`config.mk`:
```
export PLATFORM = sky130hd
export DESIGN_NAME = dpwm_counter_core
export DESIGN_NICKNAME = d
export VERILOG_FILES = /design/src/rtl/dpwm_counter_core.sv
export SDC_FILE = /design/constraint.sdc
export NUM_CORES = 1
export LEC_CHECK = 0
export ABC_AREA = 1
export CAP_MARGIN = 30
export CORE_MARGIN = 1
export CORE_UTILIZATION = 53
export DETAILED_ROUTE_END_ITERATION = 10
export GPL_TIMING_DRIVEN = 0
export MAX_ROUTING_LAYER = met4
export PLACE_DENSITY_LB_ADDON = 0.1
export SYNTH_ARGS = -nofsm -noshare
export SYNTH_HDL_FRONTEND = slang
export SYNTH_SLANG_ARGS = --single-unit
```
`constraint.sdc`:
```
create_clock -name clk -period 2.5 [get_ports clk]
set_input_delay 0.5 -clock clk [delete_from_list [all_inputs] [get_ports clk]]
set_output_delay 0.5 -clock clk [all_outputs]
set_load 0.01 [all_outputs]
```
`src/rtl/dpwm_counter_core.sv`:
```
`default_nettype none
// ============================================================================
// Module  : dpwm_counter_core
// Brief   : Coarse period counter/comparator of the DPWM with double-buffered
//           duty, driving the 2-to-4 fine-delay decoder select and enable.
// Revision: 1.0 - initial release
// ============================================================================
module dpwm_counter_core #(
  parameter int N_COARSE = 6,
  parameter int N_FINE   = 2
) (
  input  logic                       clk,
  input  logic                       rst_n,
  input  logic                       en,
  input  logic [N_COARSE+N_FINE-1:0] duty,
  input  logic                       duty_valid,
  output logic [N_COARSE-1:0]        cnt,
  output logic                       pwm_coarse,
  output logic [N_FINE-1:0]          fine_sel,
  output logic                       fine_en,
  output logic                       period_start,
  output logic                       running
);

  localparam int                  c_DW       = N_COARSE + N_FINE;
  localparam logic [N_COARSE-1:0] c_CNT_MAX  = '1;
  localparam logic [N_COARSE-1:0] c_CNT_ZERO = '0;

  typedef enum logic [0:0] {
    ST_IDLE = 1'b0,
    ST_RUN  = 1'b1
  } state_t;

  state_t              r_state;
  logic [N_COARSE-1:0] r_cnt;
  logic [c_DW-1:0]     r_active;
  logic [c_DW-1:0]     r_shadow;
  logic                r_pending;
  logic                r_pwm;
  logic [N_FINE-1:0]   r_fine_sel;
  logic                r_fine_en;
  logic                r_period_start;
  logic                r_running;

  state_t              w_state_nxt;
  logic [N_COARSE-1:0] w_cnt_nxt;
  logic [c_DW-1:0]     w_active_nxt;
  logic [c_DW-1:0]     w_shadow_nxt;
  logic                w_pending_nxt;
  logic [N_COARSE-1:0] w_dc_nxt;
  logic [N_FINE-1:0]   w_df_nxt;

  always_comb begin
    w_state_nxt   = r_state;
    w_cnt_nxt     = r_cnt;
    w_active_nxt  = r_active;
    w_shadow_nxt  = r_shadow;
    w_pending_nxt = r_pending;

    if (duty_valid) begin
      w_shadow_nxt  = duty;
      w_pending_nxt = 1'b1;
    end

    case (r_state)
      ST_IDLE: begin
        w_cnt_nxt = c_CNT_ZERO;
        if (en) begin
          w_state_nxt   = ST_RUN;
          w_active_nxt  = duty_valid ? duty : r_shadow;
          w_pending_nxt = 1'b0;
        end
      end
      default: begin
        if (r_cnt == c_CNT_MAX) begin
          w_cnt_nxt = c_CNT_ZERO;
          // A stop keeps any pending write; RUN entry reloads from the shadow.
          if (!en) begin
            w_state_nxt = ST_IDLE;
          end else if (duty_valid) begin
            w_active_nxt  = duty;
            w_pending_nxt = 1'b0;
          end else if (r_pending) begin
            w_active_nxt  = r_shadow;
            w_pending_nxt = 1'b0;
          end
        end else begin
          w_cnt_nxt = r_cnt + N_COARSE'(1);
        end
      end
    endcase
  end

  assign w_dc_nxt = w_active_nxt[c_DW-1:N_FINE];
  assign w_df_nxt = w_active_nxt[N_FINE-1:0];

  // Outputs decode next-state values so they line up with the registered count.
  always_ff @(posedge clk or negedge rst_n) begin
    if (!rst_n) begin
      r_state        <= ST_IDLE;
      r_cnt          <= '0;
      r_active       <= '0;
      r_shadow       <= '0;
      r_pending      <= 1'b0;
      r_pwm          <= 1'b0;
      r_fine_sel     <= '0;
      r_fine_en      <= 1'b0;
      r_period_start <= 1'b0;
      r_running      <= 1'b0;
    end else begin
      r_state   <= w_state_nxt;
      r_cnt     <= w_cnt_nxt;
      r_active  <= w_active_nxt;
      r_shadow  <= w_shadow_nxt;
      r_pending <= w_pending_nxt;
      if (w_state_nxt == ST_RUN) begin
        r_pwm          <= (w_cnt_nxt < w_dc_nxt);
        r_fine_sel     <= w_df_nxt;
        r_fine_en      <= (w_cnt_nxt == w_dc_nxt) && (w_df_nxt != '0);
        r_period_start <= (w_cnt_nxt == c_CNT_ZERO);
        r_running      <= 1'b1;
      end else begin
        r_pwm          <= 1'b0;
        r_fine_en      <= 1'b0;
        r_period_start <= 1'b0;
        r_running      <= 1'b0;
      end
    end
  end

  assign cnt          = r_cnt;
  assign pwm_coarse   = r_pwm;
  assign fine_sel     = r_fine_sel;
  assign fine_en      = r_fine_en;
  assign period_start = r_period_start;
  assign running      = r_running;

endmodule
`default_nettype wire

```
Word-level counts from Yosys, hierarchy flattened --
Cells that the tools add are included.
Word-level totals: flip-flop bits (word level) 30
Cells by class: add/sub/neg operators 1, order comparisons 1, equality and inequality tests 2, muxes and demuxes 23, reduce and logical (&&, ||, !) cells 3
Operators with widths (count):
- 8-bit 2-to-1 mux | 7
- 1-bit 2-to-1 mux | 14
- 6-bit 2-to-1 mux | 2
- 6-bit by 1-bit adder with 6-bit output, second input constant | 1
- 6-bit equality test | 1
- 6-bit equality test, second input constant | 1
- 6-bit logical NOT | 1
- 6-bit < comparator | 1
- 2-bit nonzero test | 1
- 1-bit logical AND | 1

Logic depth before layout (Yosys ltp) --
depth after elaboration 8, depth in mapped cells 18

Worst setup path before layout --
No wires, ideal clock.
path kind register to register, start reg r_cnt[0], in the netlist cnt[0], end reg r_pwm, in the netlist pwm_coarse, data arrival time 2043 ps, required time 2377 ps, path slack 334 ps, stages on the path, launching flop included 18, cells stage by stage dfrtp_1 ha_1 nand2_2 nor2_4 nand3_4 nor2_4 buf_12 o211ai_2 nand2_2 inv_2 ha_1 nand2_1 inv_1 nand3_1 inv_1 o21ai_0 o211ai_1 nor2_1
Between the ends: longest elaborated chain between the ends 5, elaborated cells on any way between the ends 10, those cells by class add/sub: 1; order compare: 1; eq/ne: 1; mux: 7
RTL lines:
- from (decl) | line 35 | logic [N_COARSE-1:0] r_cnt;
- from (signal assigned) | line 112 | r_cnt <= w_cnt_nxt;
- 6-bit equality test | line 75 | if (r_cnt == c_CNT_MAX) begin
- 8-bit 2-to-1 mux | line 75
- 8-bit 2-to-1 mux | line 65 | case (r_state)
- named net w_active_nxt[7] | line 47 | logic [c_DW-1:0] w_active_nxt;
- 6-bit < comparator | line 117 | r_pwm <= (w_cnt_nxt < w_dc_nxt);
- 1-bit 2-to-1 mux | line 116 | if (w_state_nxt == ST_RUN) begin
- to (signal assigned) | line 117
- to (decl) | line 39 | logic r_pwm;
The timed path passes the listed nets, and every way through them passes these cells. A chain may end at the register's enable or synchronous reset.

Worst setup path after layout --
Ends and elaborated chain as after synthesis.

==> run summary <==
The run finished, with violations left. The final reports fail on design-rule violations. At the pin with the least slew margin, the transition time is 0.679 ns. In this run the power density over the cells is 1150 nW/um^2. In this run the remaining antenna-violating nets after routing total 0. The number of slew-limit violations in the final report was 0; the count of yosys warnings during synthesis was 0. The run gives 0.0116 ns as the post-route clock skew. Cell at the root of the clock tree: clkbuf_4.

The internal power summed over all cells came out at 1460 uW. Per report_power, the combinational group accounts for 52.1% of the total. The top flip-flop cell by instance count after synthesis was dfrtp_1. OpenSTA, run right after detailed placement, puts the worst setup slack at -0.345 ns. The final cycle utilization of the critical path was 98.5%; the average footprint of a synthesized cell was 8.22 um^2. The region available for standard cell placement spans 2810 um^2. The first global-routing pass estimated 6.00 mm of wire. met2 is the most crowded layer.

Using the TritonRoute via totals, the vias-per-cell ratio works out to 5.15. Global routing used 7.60% of the available met3 tracks. Entering global routing, the biggest net connects 18 pins.

The number of nets in the synthesized netlist is 213. After clock tree synthesis, the clock-pin slew on the worst setup and hold paths is 0.09 ns. The cell type contributing the most total cell area after synthesis was dfrtp_1.

Including well taps, the total number of placed cells is 249. Site row count: 19. In the final design database the tool counted 253 nets. The critical path contains buffers and inverters numbering 4 combined. In this run, synthesis inferred 0 flip-flops with an integrated enable.

Detailed routing inserted a total of 1371 vias. Registers are responsible for 31.2% of the overall power. The worst stage delay on the critical path is 0.40 ns, and the level count of the clock H-tree is 2. Setup violations remaining at the end of the flow were counted as 0.

The global routing usage summed across all routing layers was 25.7%. Of the cells placed in the final design, the portion with a size suffix greater than 1 is 20.0%. The cell area that synthesis handed to floorplanning was 1600 um^2. The placer congestion estimate is 0.900. By area the synthesized netlist is led by dfrtp_1 (45%), nand2_1 (8.9%), inv_1 (8.2%), ha_1 (5.5%), o21ai_0 (5.3%). The family of cells with the greatest summed delay on the critical path is simple AND/OR/NAND/NOR gates. The routed design has 3.74 mm of wire. For this design, the slowest cell found on the critical path is dfrtp_1.

The run gives 45.5% as the fraction of the yosys area taken by sequential cells. STA classifies the critical path endpoint as a flip-flop. The count of input and output buffers came out at 23. The critical path in this run is classified as reg -> reg. Hold timing on the final database bottoms out at a slack of 0.499 ns.

The clock passes through at most 2 buffers. The proportion of register bits with asynchronous set or reset after synthesis was 100%. The area fraction of the dominant cell type after synthesis came out at 45.5%. For this configuration, the core starts out at a cell density of 56.9%. Post-placement cell area: 1890 um^2. For the number of DRC violations after detailed routing, the log shows 6. The tools report the portion of total power attributed to the clock network as 16.6%.

By count the netlist is led by nand2_1 (38), inv_1 (35), dfrtp_1 (29), o21ai_0 (17), a21oi_1 (15). The synthesized design contains 29 register bits. The die covers 3230 um^2. The number of antenna violations at the first check in global routing is 0. The worst setup margin was 0.0363 ns; the gate count of the mapped netlist was 194. For the final number of hold-violating endpoints, the log shows 0. TritonCTS built the clock tree.

Traced cell by cell, the critical path runs through ha_2, nand2_2, nor2_4, nand3_4, nor2_4, buf_12, o211ai_2, nand2_2, inv_2, ha_4, nand2_1, inv_1, nand3_1, inv_1, o21ai_1, o211ai_1, nor2_1. IR analysis of the VDD net gives a maximum drop of 0.725 mV. The critical-path maximum fanout is 5, and the number of distinct library cells after synthesis is 24. STA puts the critical path data required time at 2.71 ns. Pin placement for this block handled 24 I/O pins. For this block, the initial DRC count from the detailed router was 82. After detailed routing, the average wire length per cell comes to 14.1 um.

The die outline width was 56.9 um; the source-to-sink clock delay at the later pin of the worst-skew pair was 0.33 ns. Sink count of the clock tree: 29. For the via count of the first global-routing pass, the log shows 1403. Data on the critical path arrives at its endpoint at 2.68 ns.

Summed over all nets, the half-perimeter wirelength after detailed placement is 2.66 mm. Critical path startpoint category: a flip-flop. For the antenna diode count, the log shows 0. The static leakage is 0.00109 uW, and the worst slew margin relative to its limit is 54.6%. Derived from the worst setup path, the maximum achievable clock frequency is 0.406 GHz.

Max-cap violations in this run came to 0. Summing all non-filler instances in the final layout gives an area of 2100 um^2. The number of clock buffers inserted by TritonCTS came out at 5. The dominant cell by count in the synthesized netlist is nand2_1. Summed over all nets, the switching power comes to 950 uW. The area growth from synthesis to layout is 31.5%. The worst min-delay path category is reg -> reg.

The met2 track demand over resource in global routing came out at 42.0%. The worst path in the final design needs a cycle of 2.46 ns, including I/O delays and setup. The finished layout holds 266 standard cells, fillers aside.

For this run, global-route usage on met1 was measured as 30.1%. Net switching is 39.5% of the power. The floorplan step set the die height to 56.9 um.

For this run the aggregate overflow at the end of global routing stands at 0. Number of iterations in the first detailed-routing pass: 7.
routing by layer:
metal,up-vias,routed length (um)
met5,-,0
met1,630,1620
met3,13,172
met2,38,1870
li1,690,-
met4,0,86
state kept, by name (all words and copies together), names as in the netlist:
| register | count |
|---|---|
| pwm_coarse | 1 |
| r_pending | 1 |
| period_start | 1 |
| running | 1 |
| r_active | 8 |
| r_shadow | 8 |
| cnt | 6 |
| fine_en | 1 |
| fine_sel | 2 |
worst reg2reg max path, cell delays in order (launching register included):
cell and delay [ns]:
dfrtp_1 0.40, ha_2 0.22, nand2_2 0.08, nor2_4 0.17, nand3_4 0.11, nor2_4 0.20
buf_12 0.14, o211ai_2 0.10, nand2_2 0.13, inv_2 0.05, ha_4 0.25, nand2_1 0.06
inv_1 0.05, nand3_1 0.05, inv_1 0.08, o21ai_1 0.07, o211ai_1 0.11, nor2_1 0.09
cells in the final DEF, fill, tap and decap left out, types with 2 or more instances in the layout:
cell and count:
nand4_1 2, nor2_4 2, nor2_1 11, clkbuf_4 5, nand3_1 7, dlymetal6s2s_1 2, buf_4 9, a21oi_1 15
o21ai_0 13, inv_1 35, nand2_2 9, ha_1 4, a21oi_2 2, dfrtp_1 29, o21ai_1 4, clkbuf_1 2
inv_2 5, nand2_1 38, ha_4 2, clkdlybuf4s50_1 21, o211ai_2 4
timing repair:
action | CTS | global route
gates resized for setup | 3 | 7
endpoints found under the setup margin | 1 | 2
pin swaps | 0 | 6
gates cloned | 0 | 1
hold buffers | 0 | 0
buffers inserted | 0 | 8
path summary, 6_finish.rpt:
| path | cells after the start | endpoint | start | slack [ns] |
|---|---|---|---|---|
| hold reg to reg | 2 | fine_sel[0]$_DFFE_PN0P_ | fine_sel[0]$_DFFE_PN0P_ | 0.50 |
| setup / recovery | 17 | pwm_coarse$_DFF_PN0_ | cnt[0]$_DFF_PN0_ | 0.04 |
| hold / removal | 2 | fine_sel[0]$_DFFE_PN0P_ | fine_sel[0]$_DFFE_PN0P_ | 0.50 |
| setup reg to reg | 17 | pwm_coarse$_DFF_PN0_ | cnt[0]$_DFF_PN0_ | 0.04 |
| max in group asynchronous | 2 | fine_sel[1]$_DFFE_PN0P_ | rst_n | 1.41 |
| min in group asynchronous | 1 | r_active[5]$_DFF_PN0_ | rst_n | 0.58 |
layout make-up:
class | instances | area [um^2]
clock buffer | 7 | 55.1
buffer | 4 | 36.3
multi-input combinational | 121 | 713
fill | 210 | 708
sequential | 29 | 726
tap | 31 | 38.8
clock inverter | 1 | 30.0
timing repair buffer | 33 | 348
inverter | 40 | 150
cell families after synthesis:
family,Yosys count,share of synthesized area (%)
AO/OA/AOI/OAI,41,15.6
AND/OR/NAND/NOR,73,21.9
buffers and inverters,44,11.5
flip-flops,29,45.5
adder cells (fa/ha/maj),7,5.49
metrics by stage:
step | util [%] | setup TNS (ns) | power (uW)
2_1_floorplan | - | 0 | 1450
3_3_place_gp | 66.5 | -0.411 | 1770
3_5_place_dp | 67.4 | -0.611 | 1820
4_1_cts | 70.6 | 0 | 2250
5_1_grt | 74.8 | -0.0634 | 2580
6_report | 74.8 | 0 | 2410
power groups by stage:
| stage | Combinational, uW | Clock (uW) | Sequential [uW] |
|---|---|---|---|
| global placement | 1020 | 0 | 751 |
| finish | 1260 | 401 | 752 |
| global route | 1390 | 427 | 770 |
| detailed placement | 1060 | 0 | 763 |
| CTS | 1090 | 411 | 753 |
| floorplan | 667 | 0 | 782 |
Power figures use the tool's default switching activity.
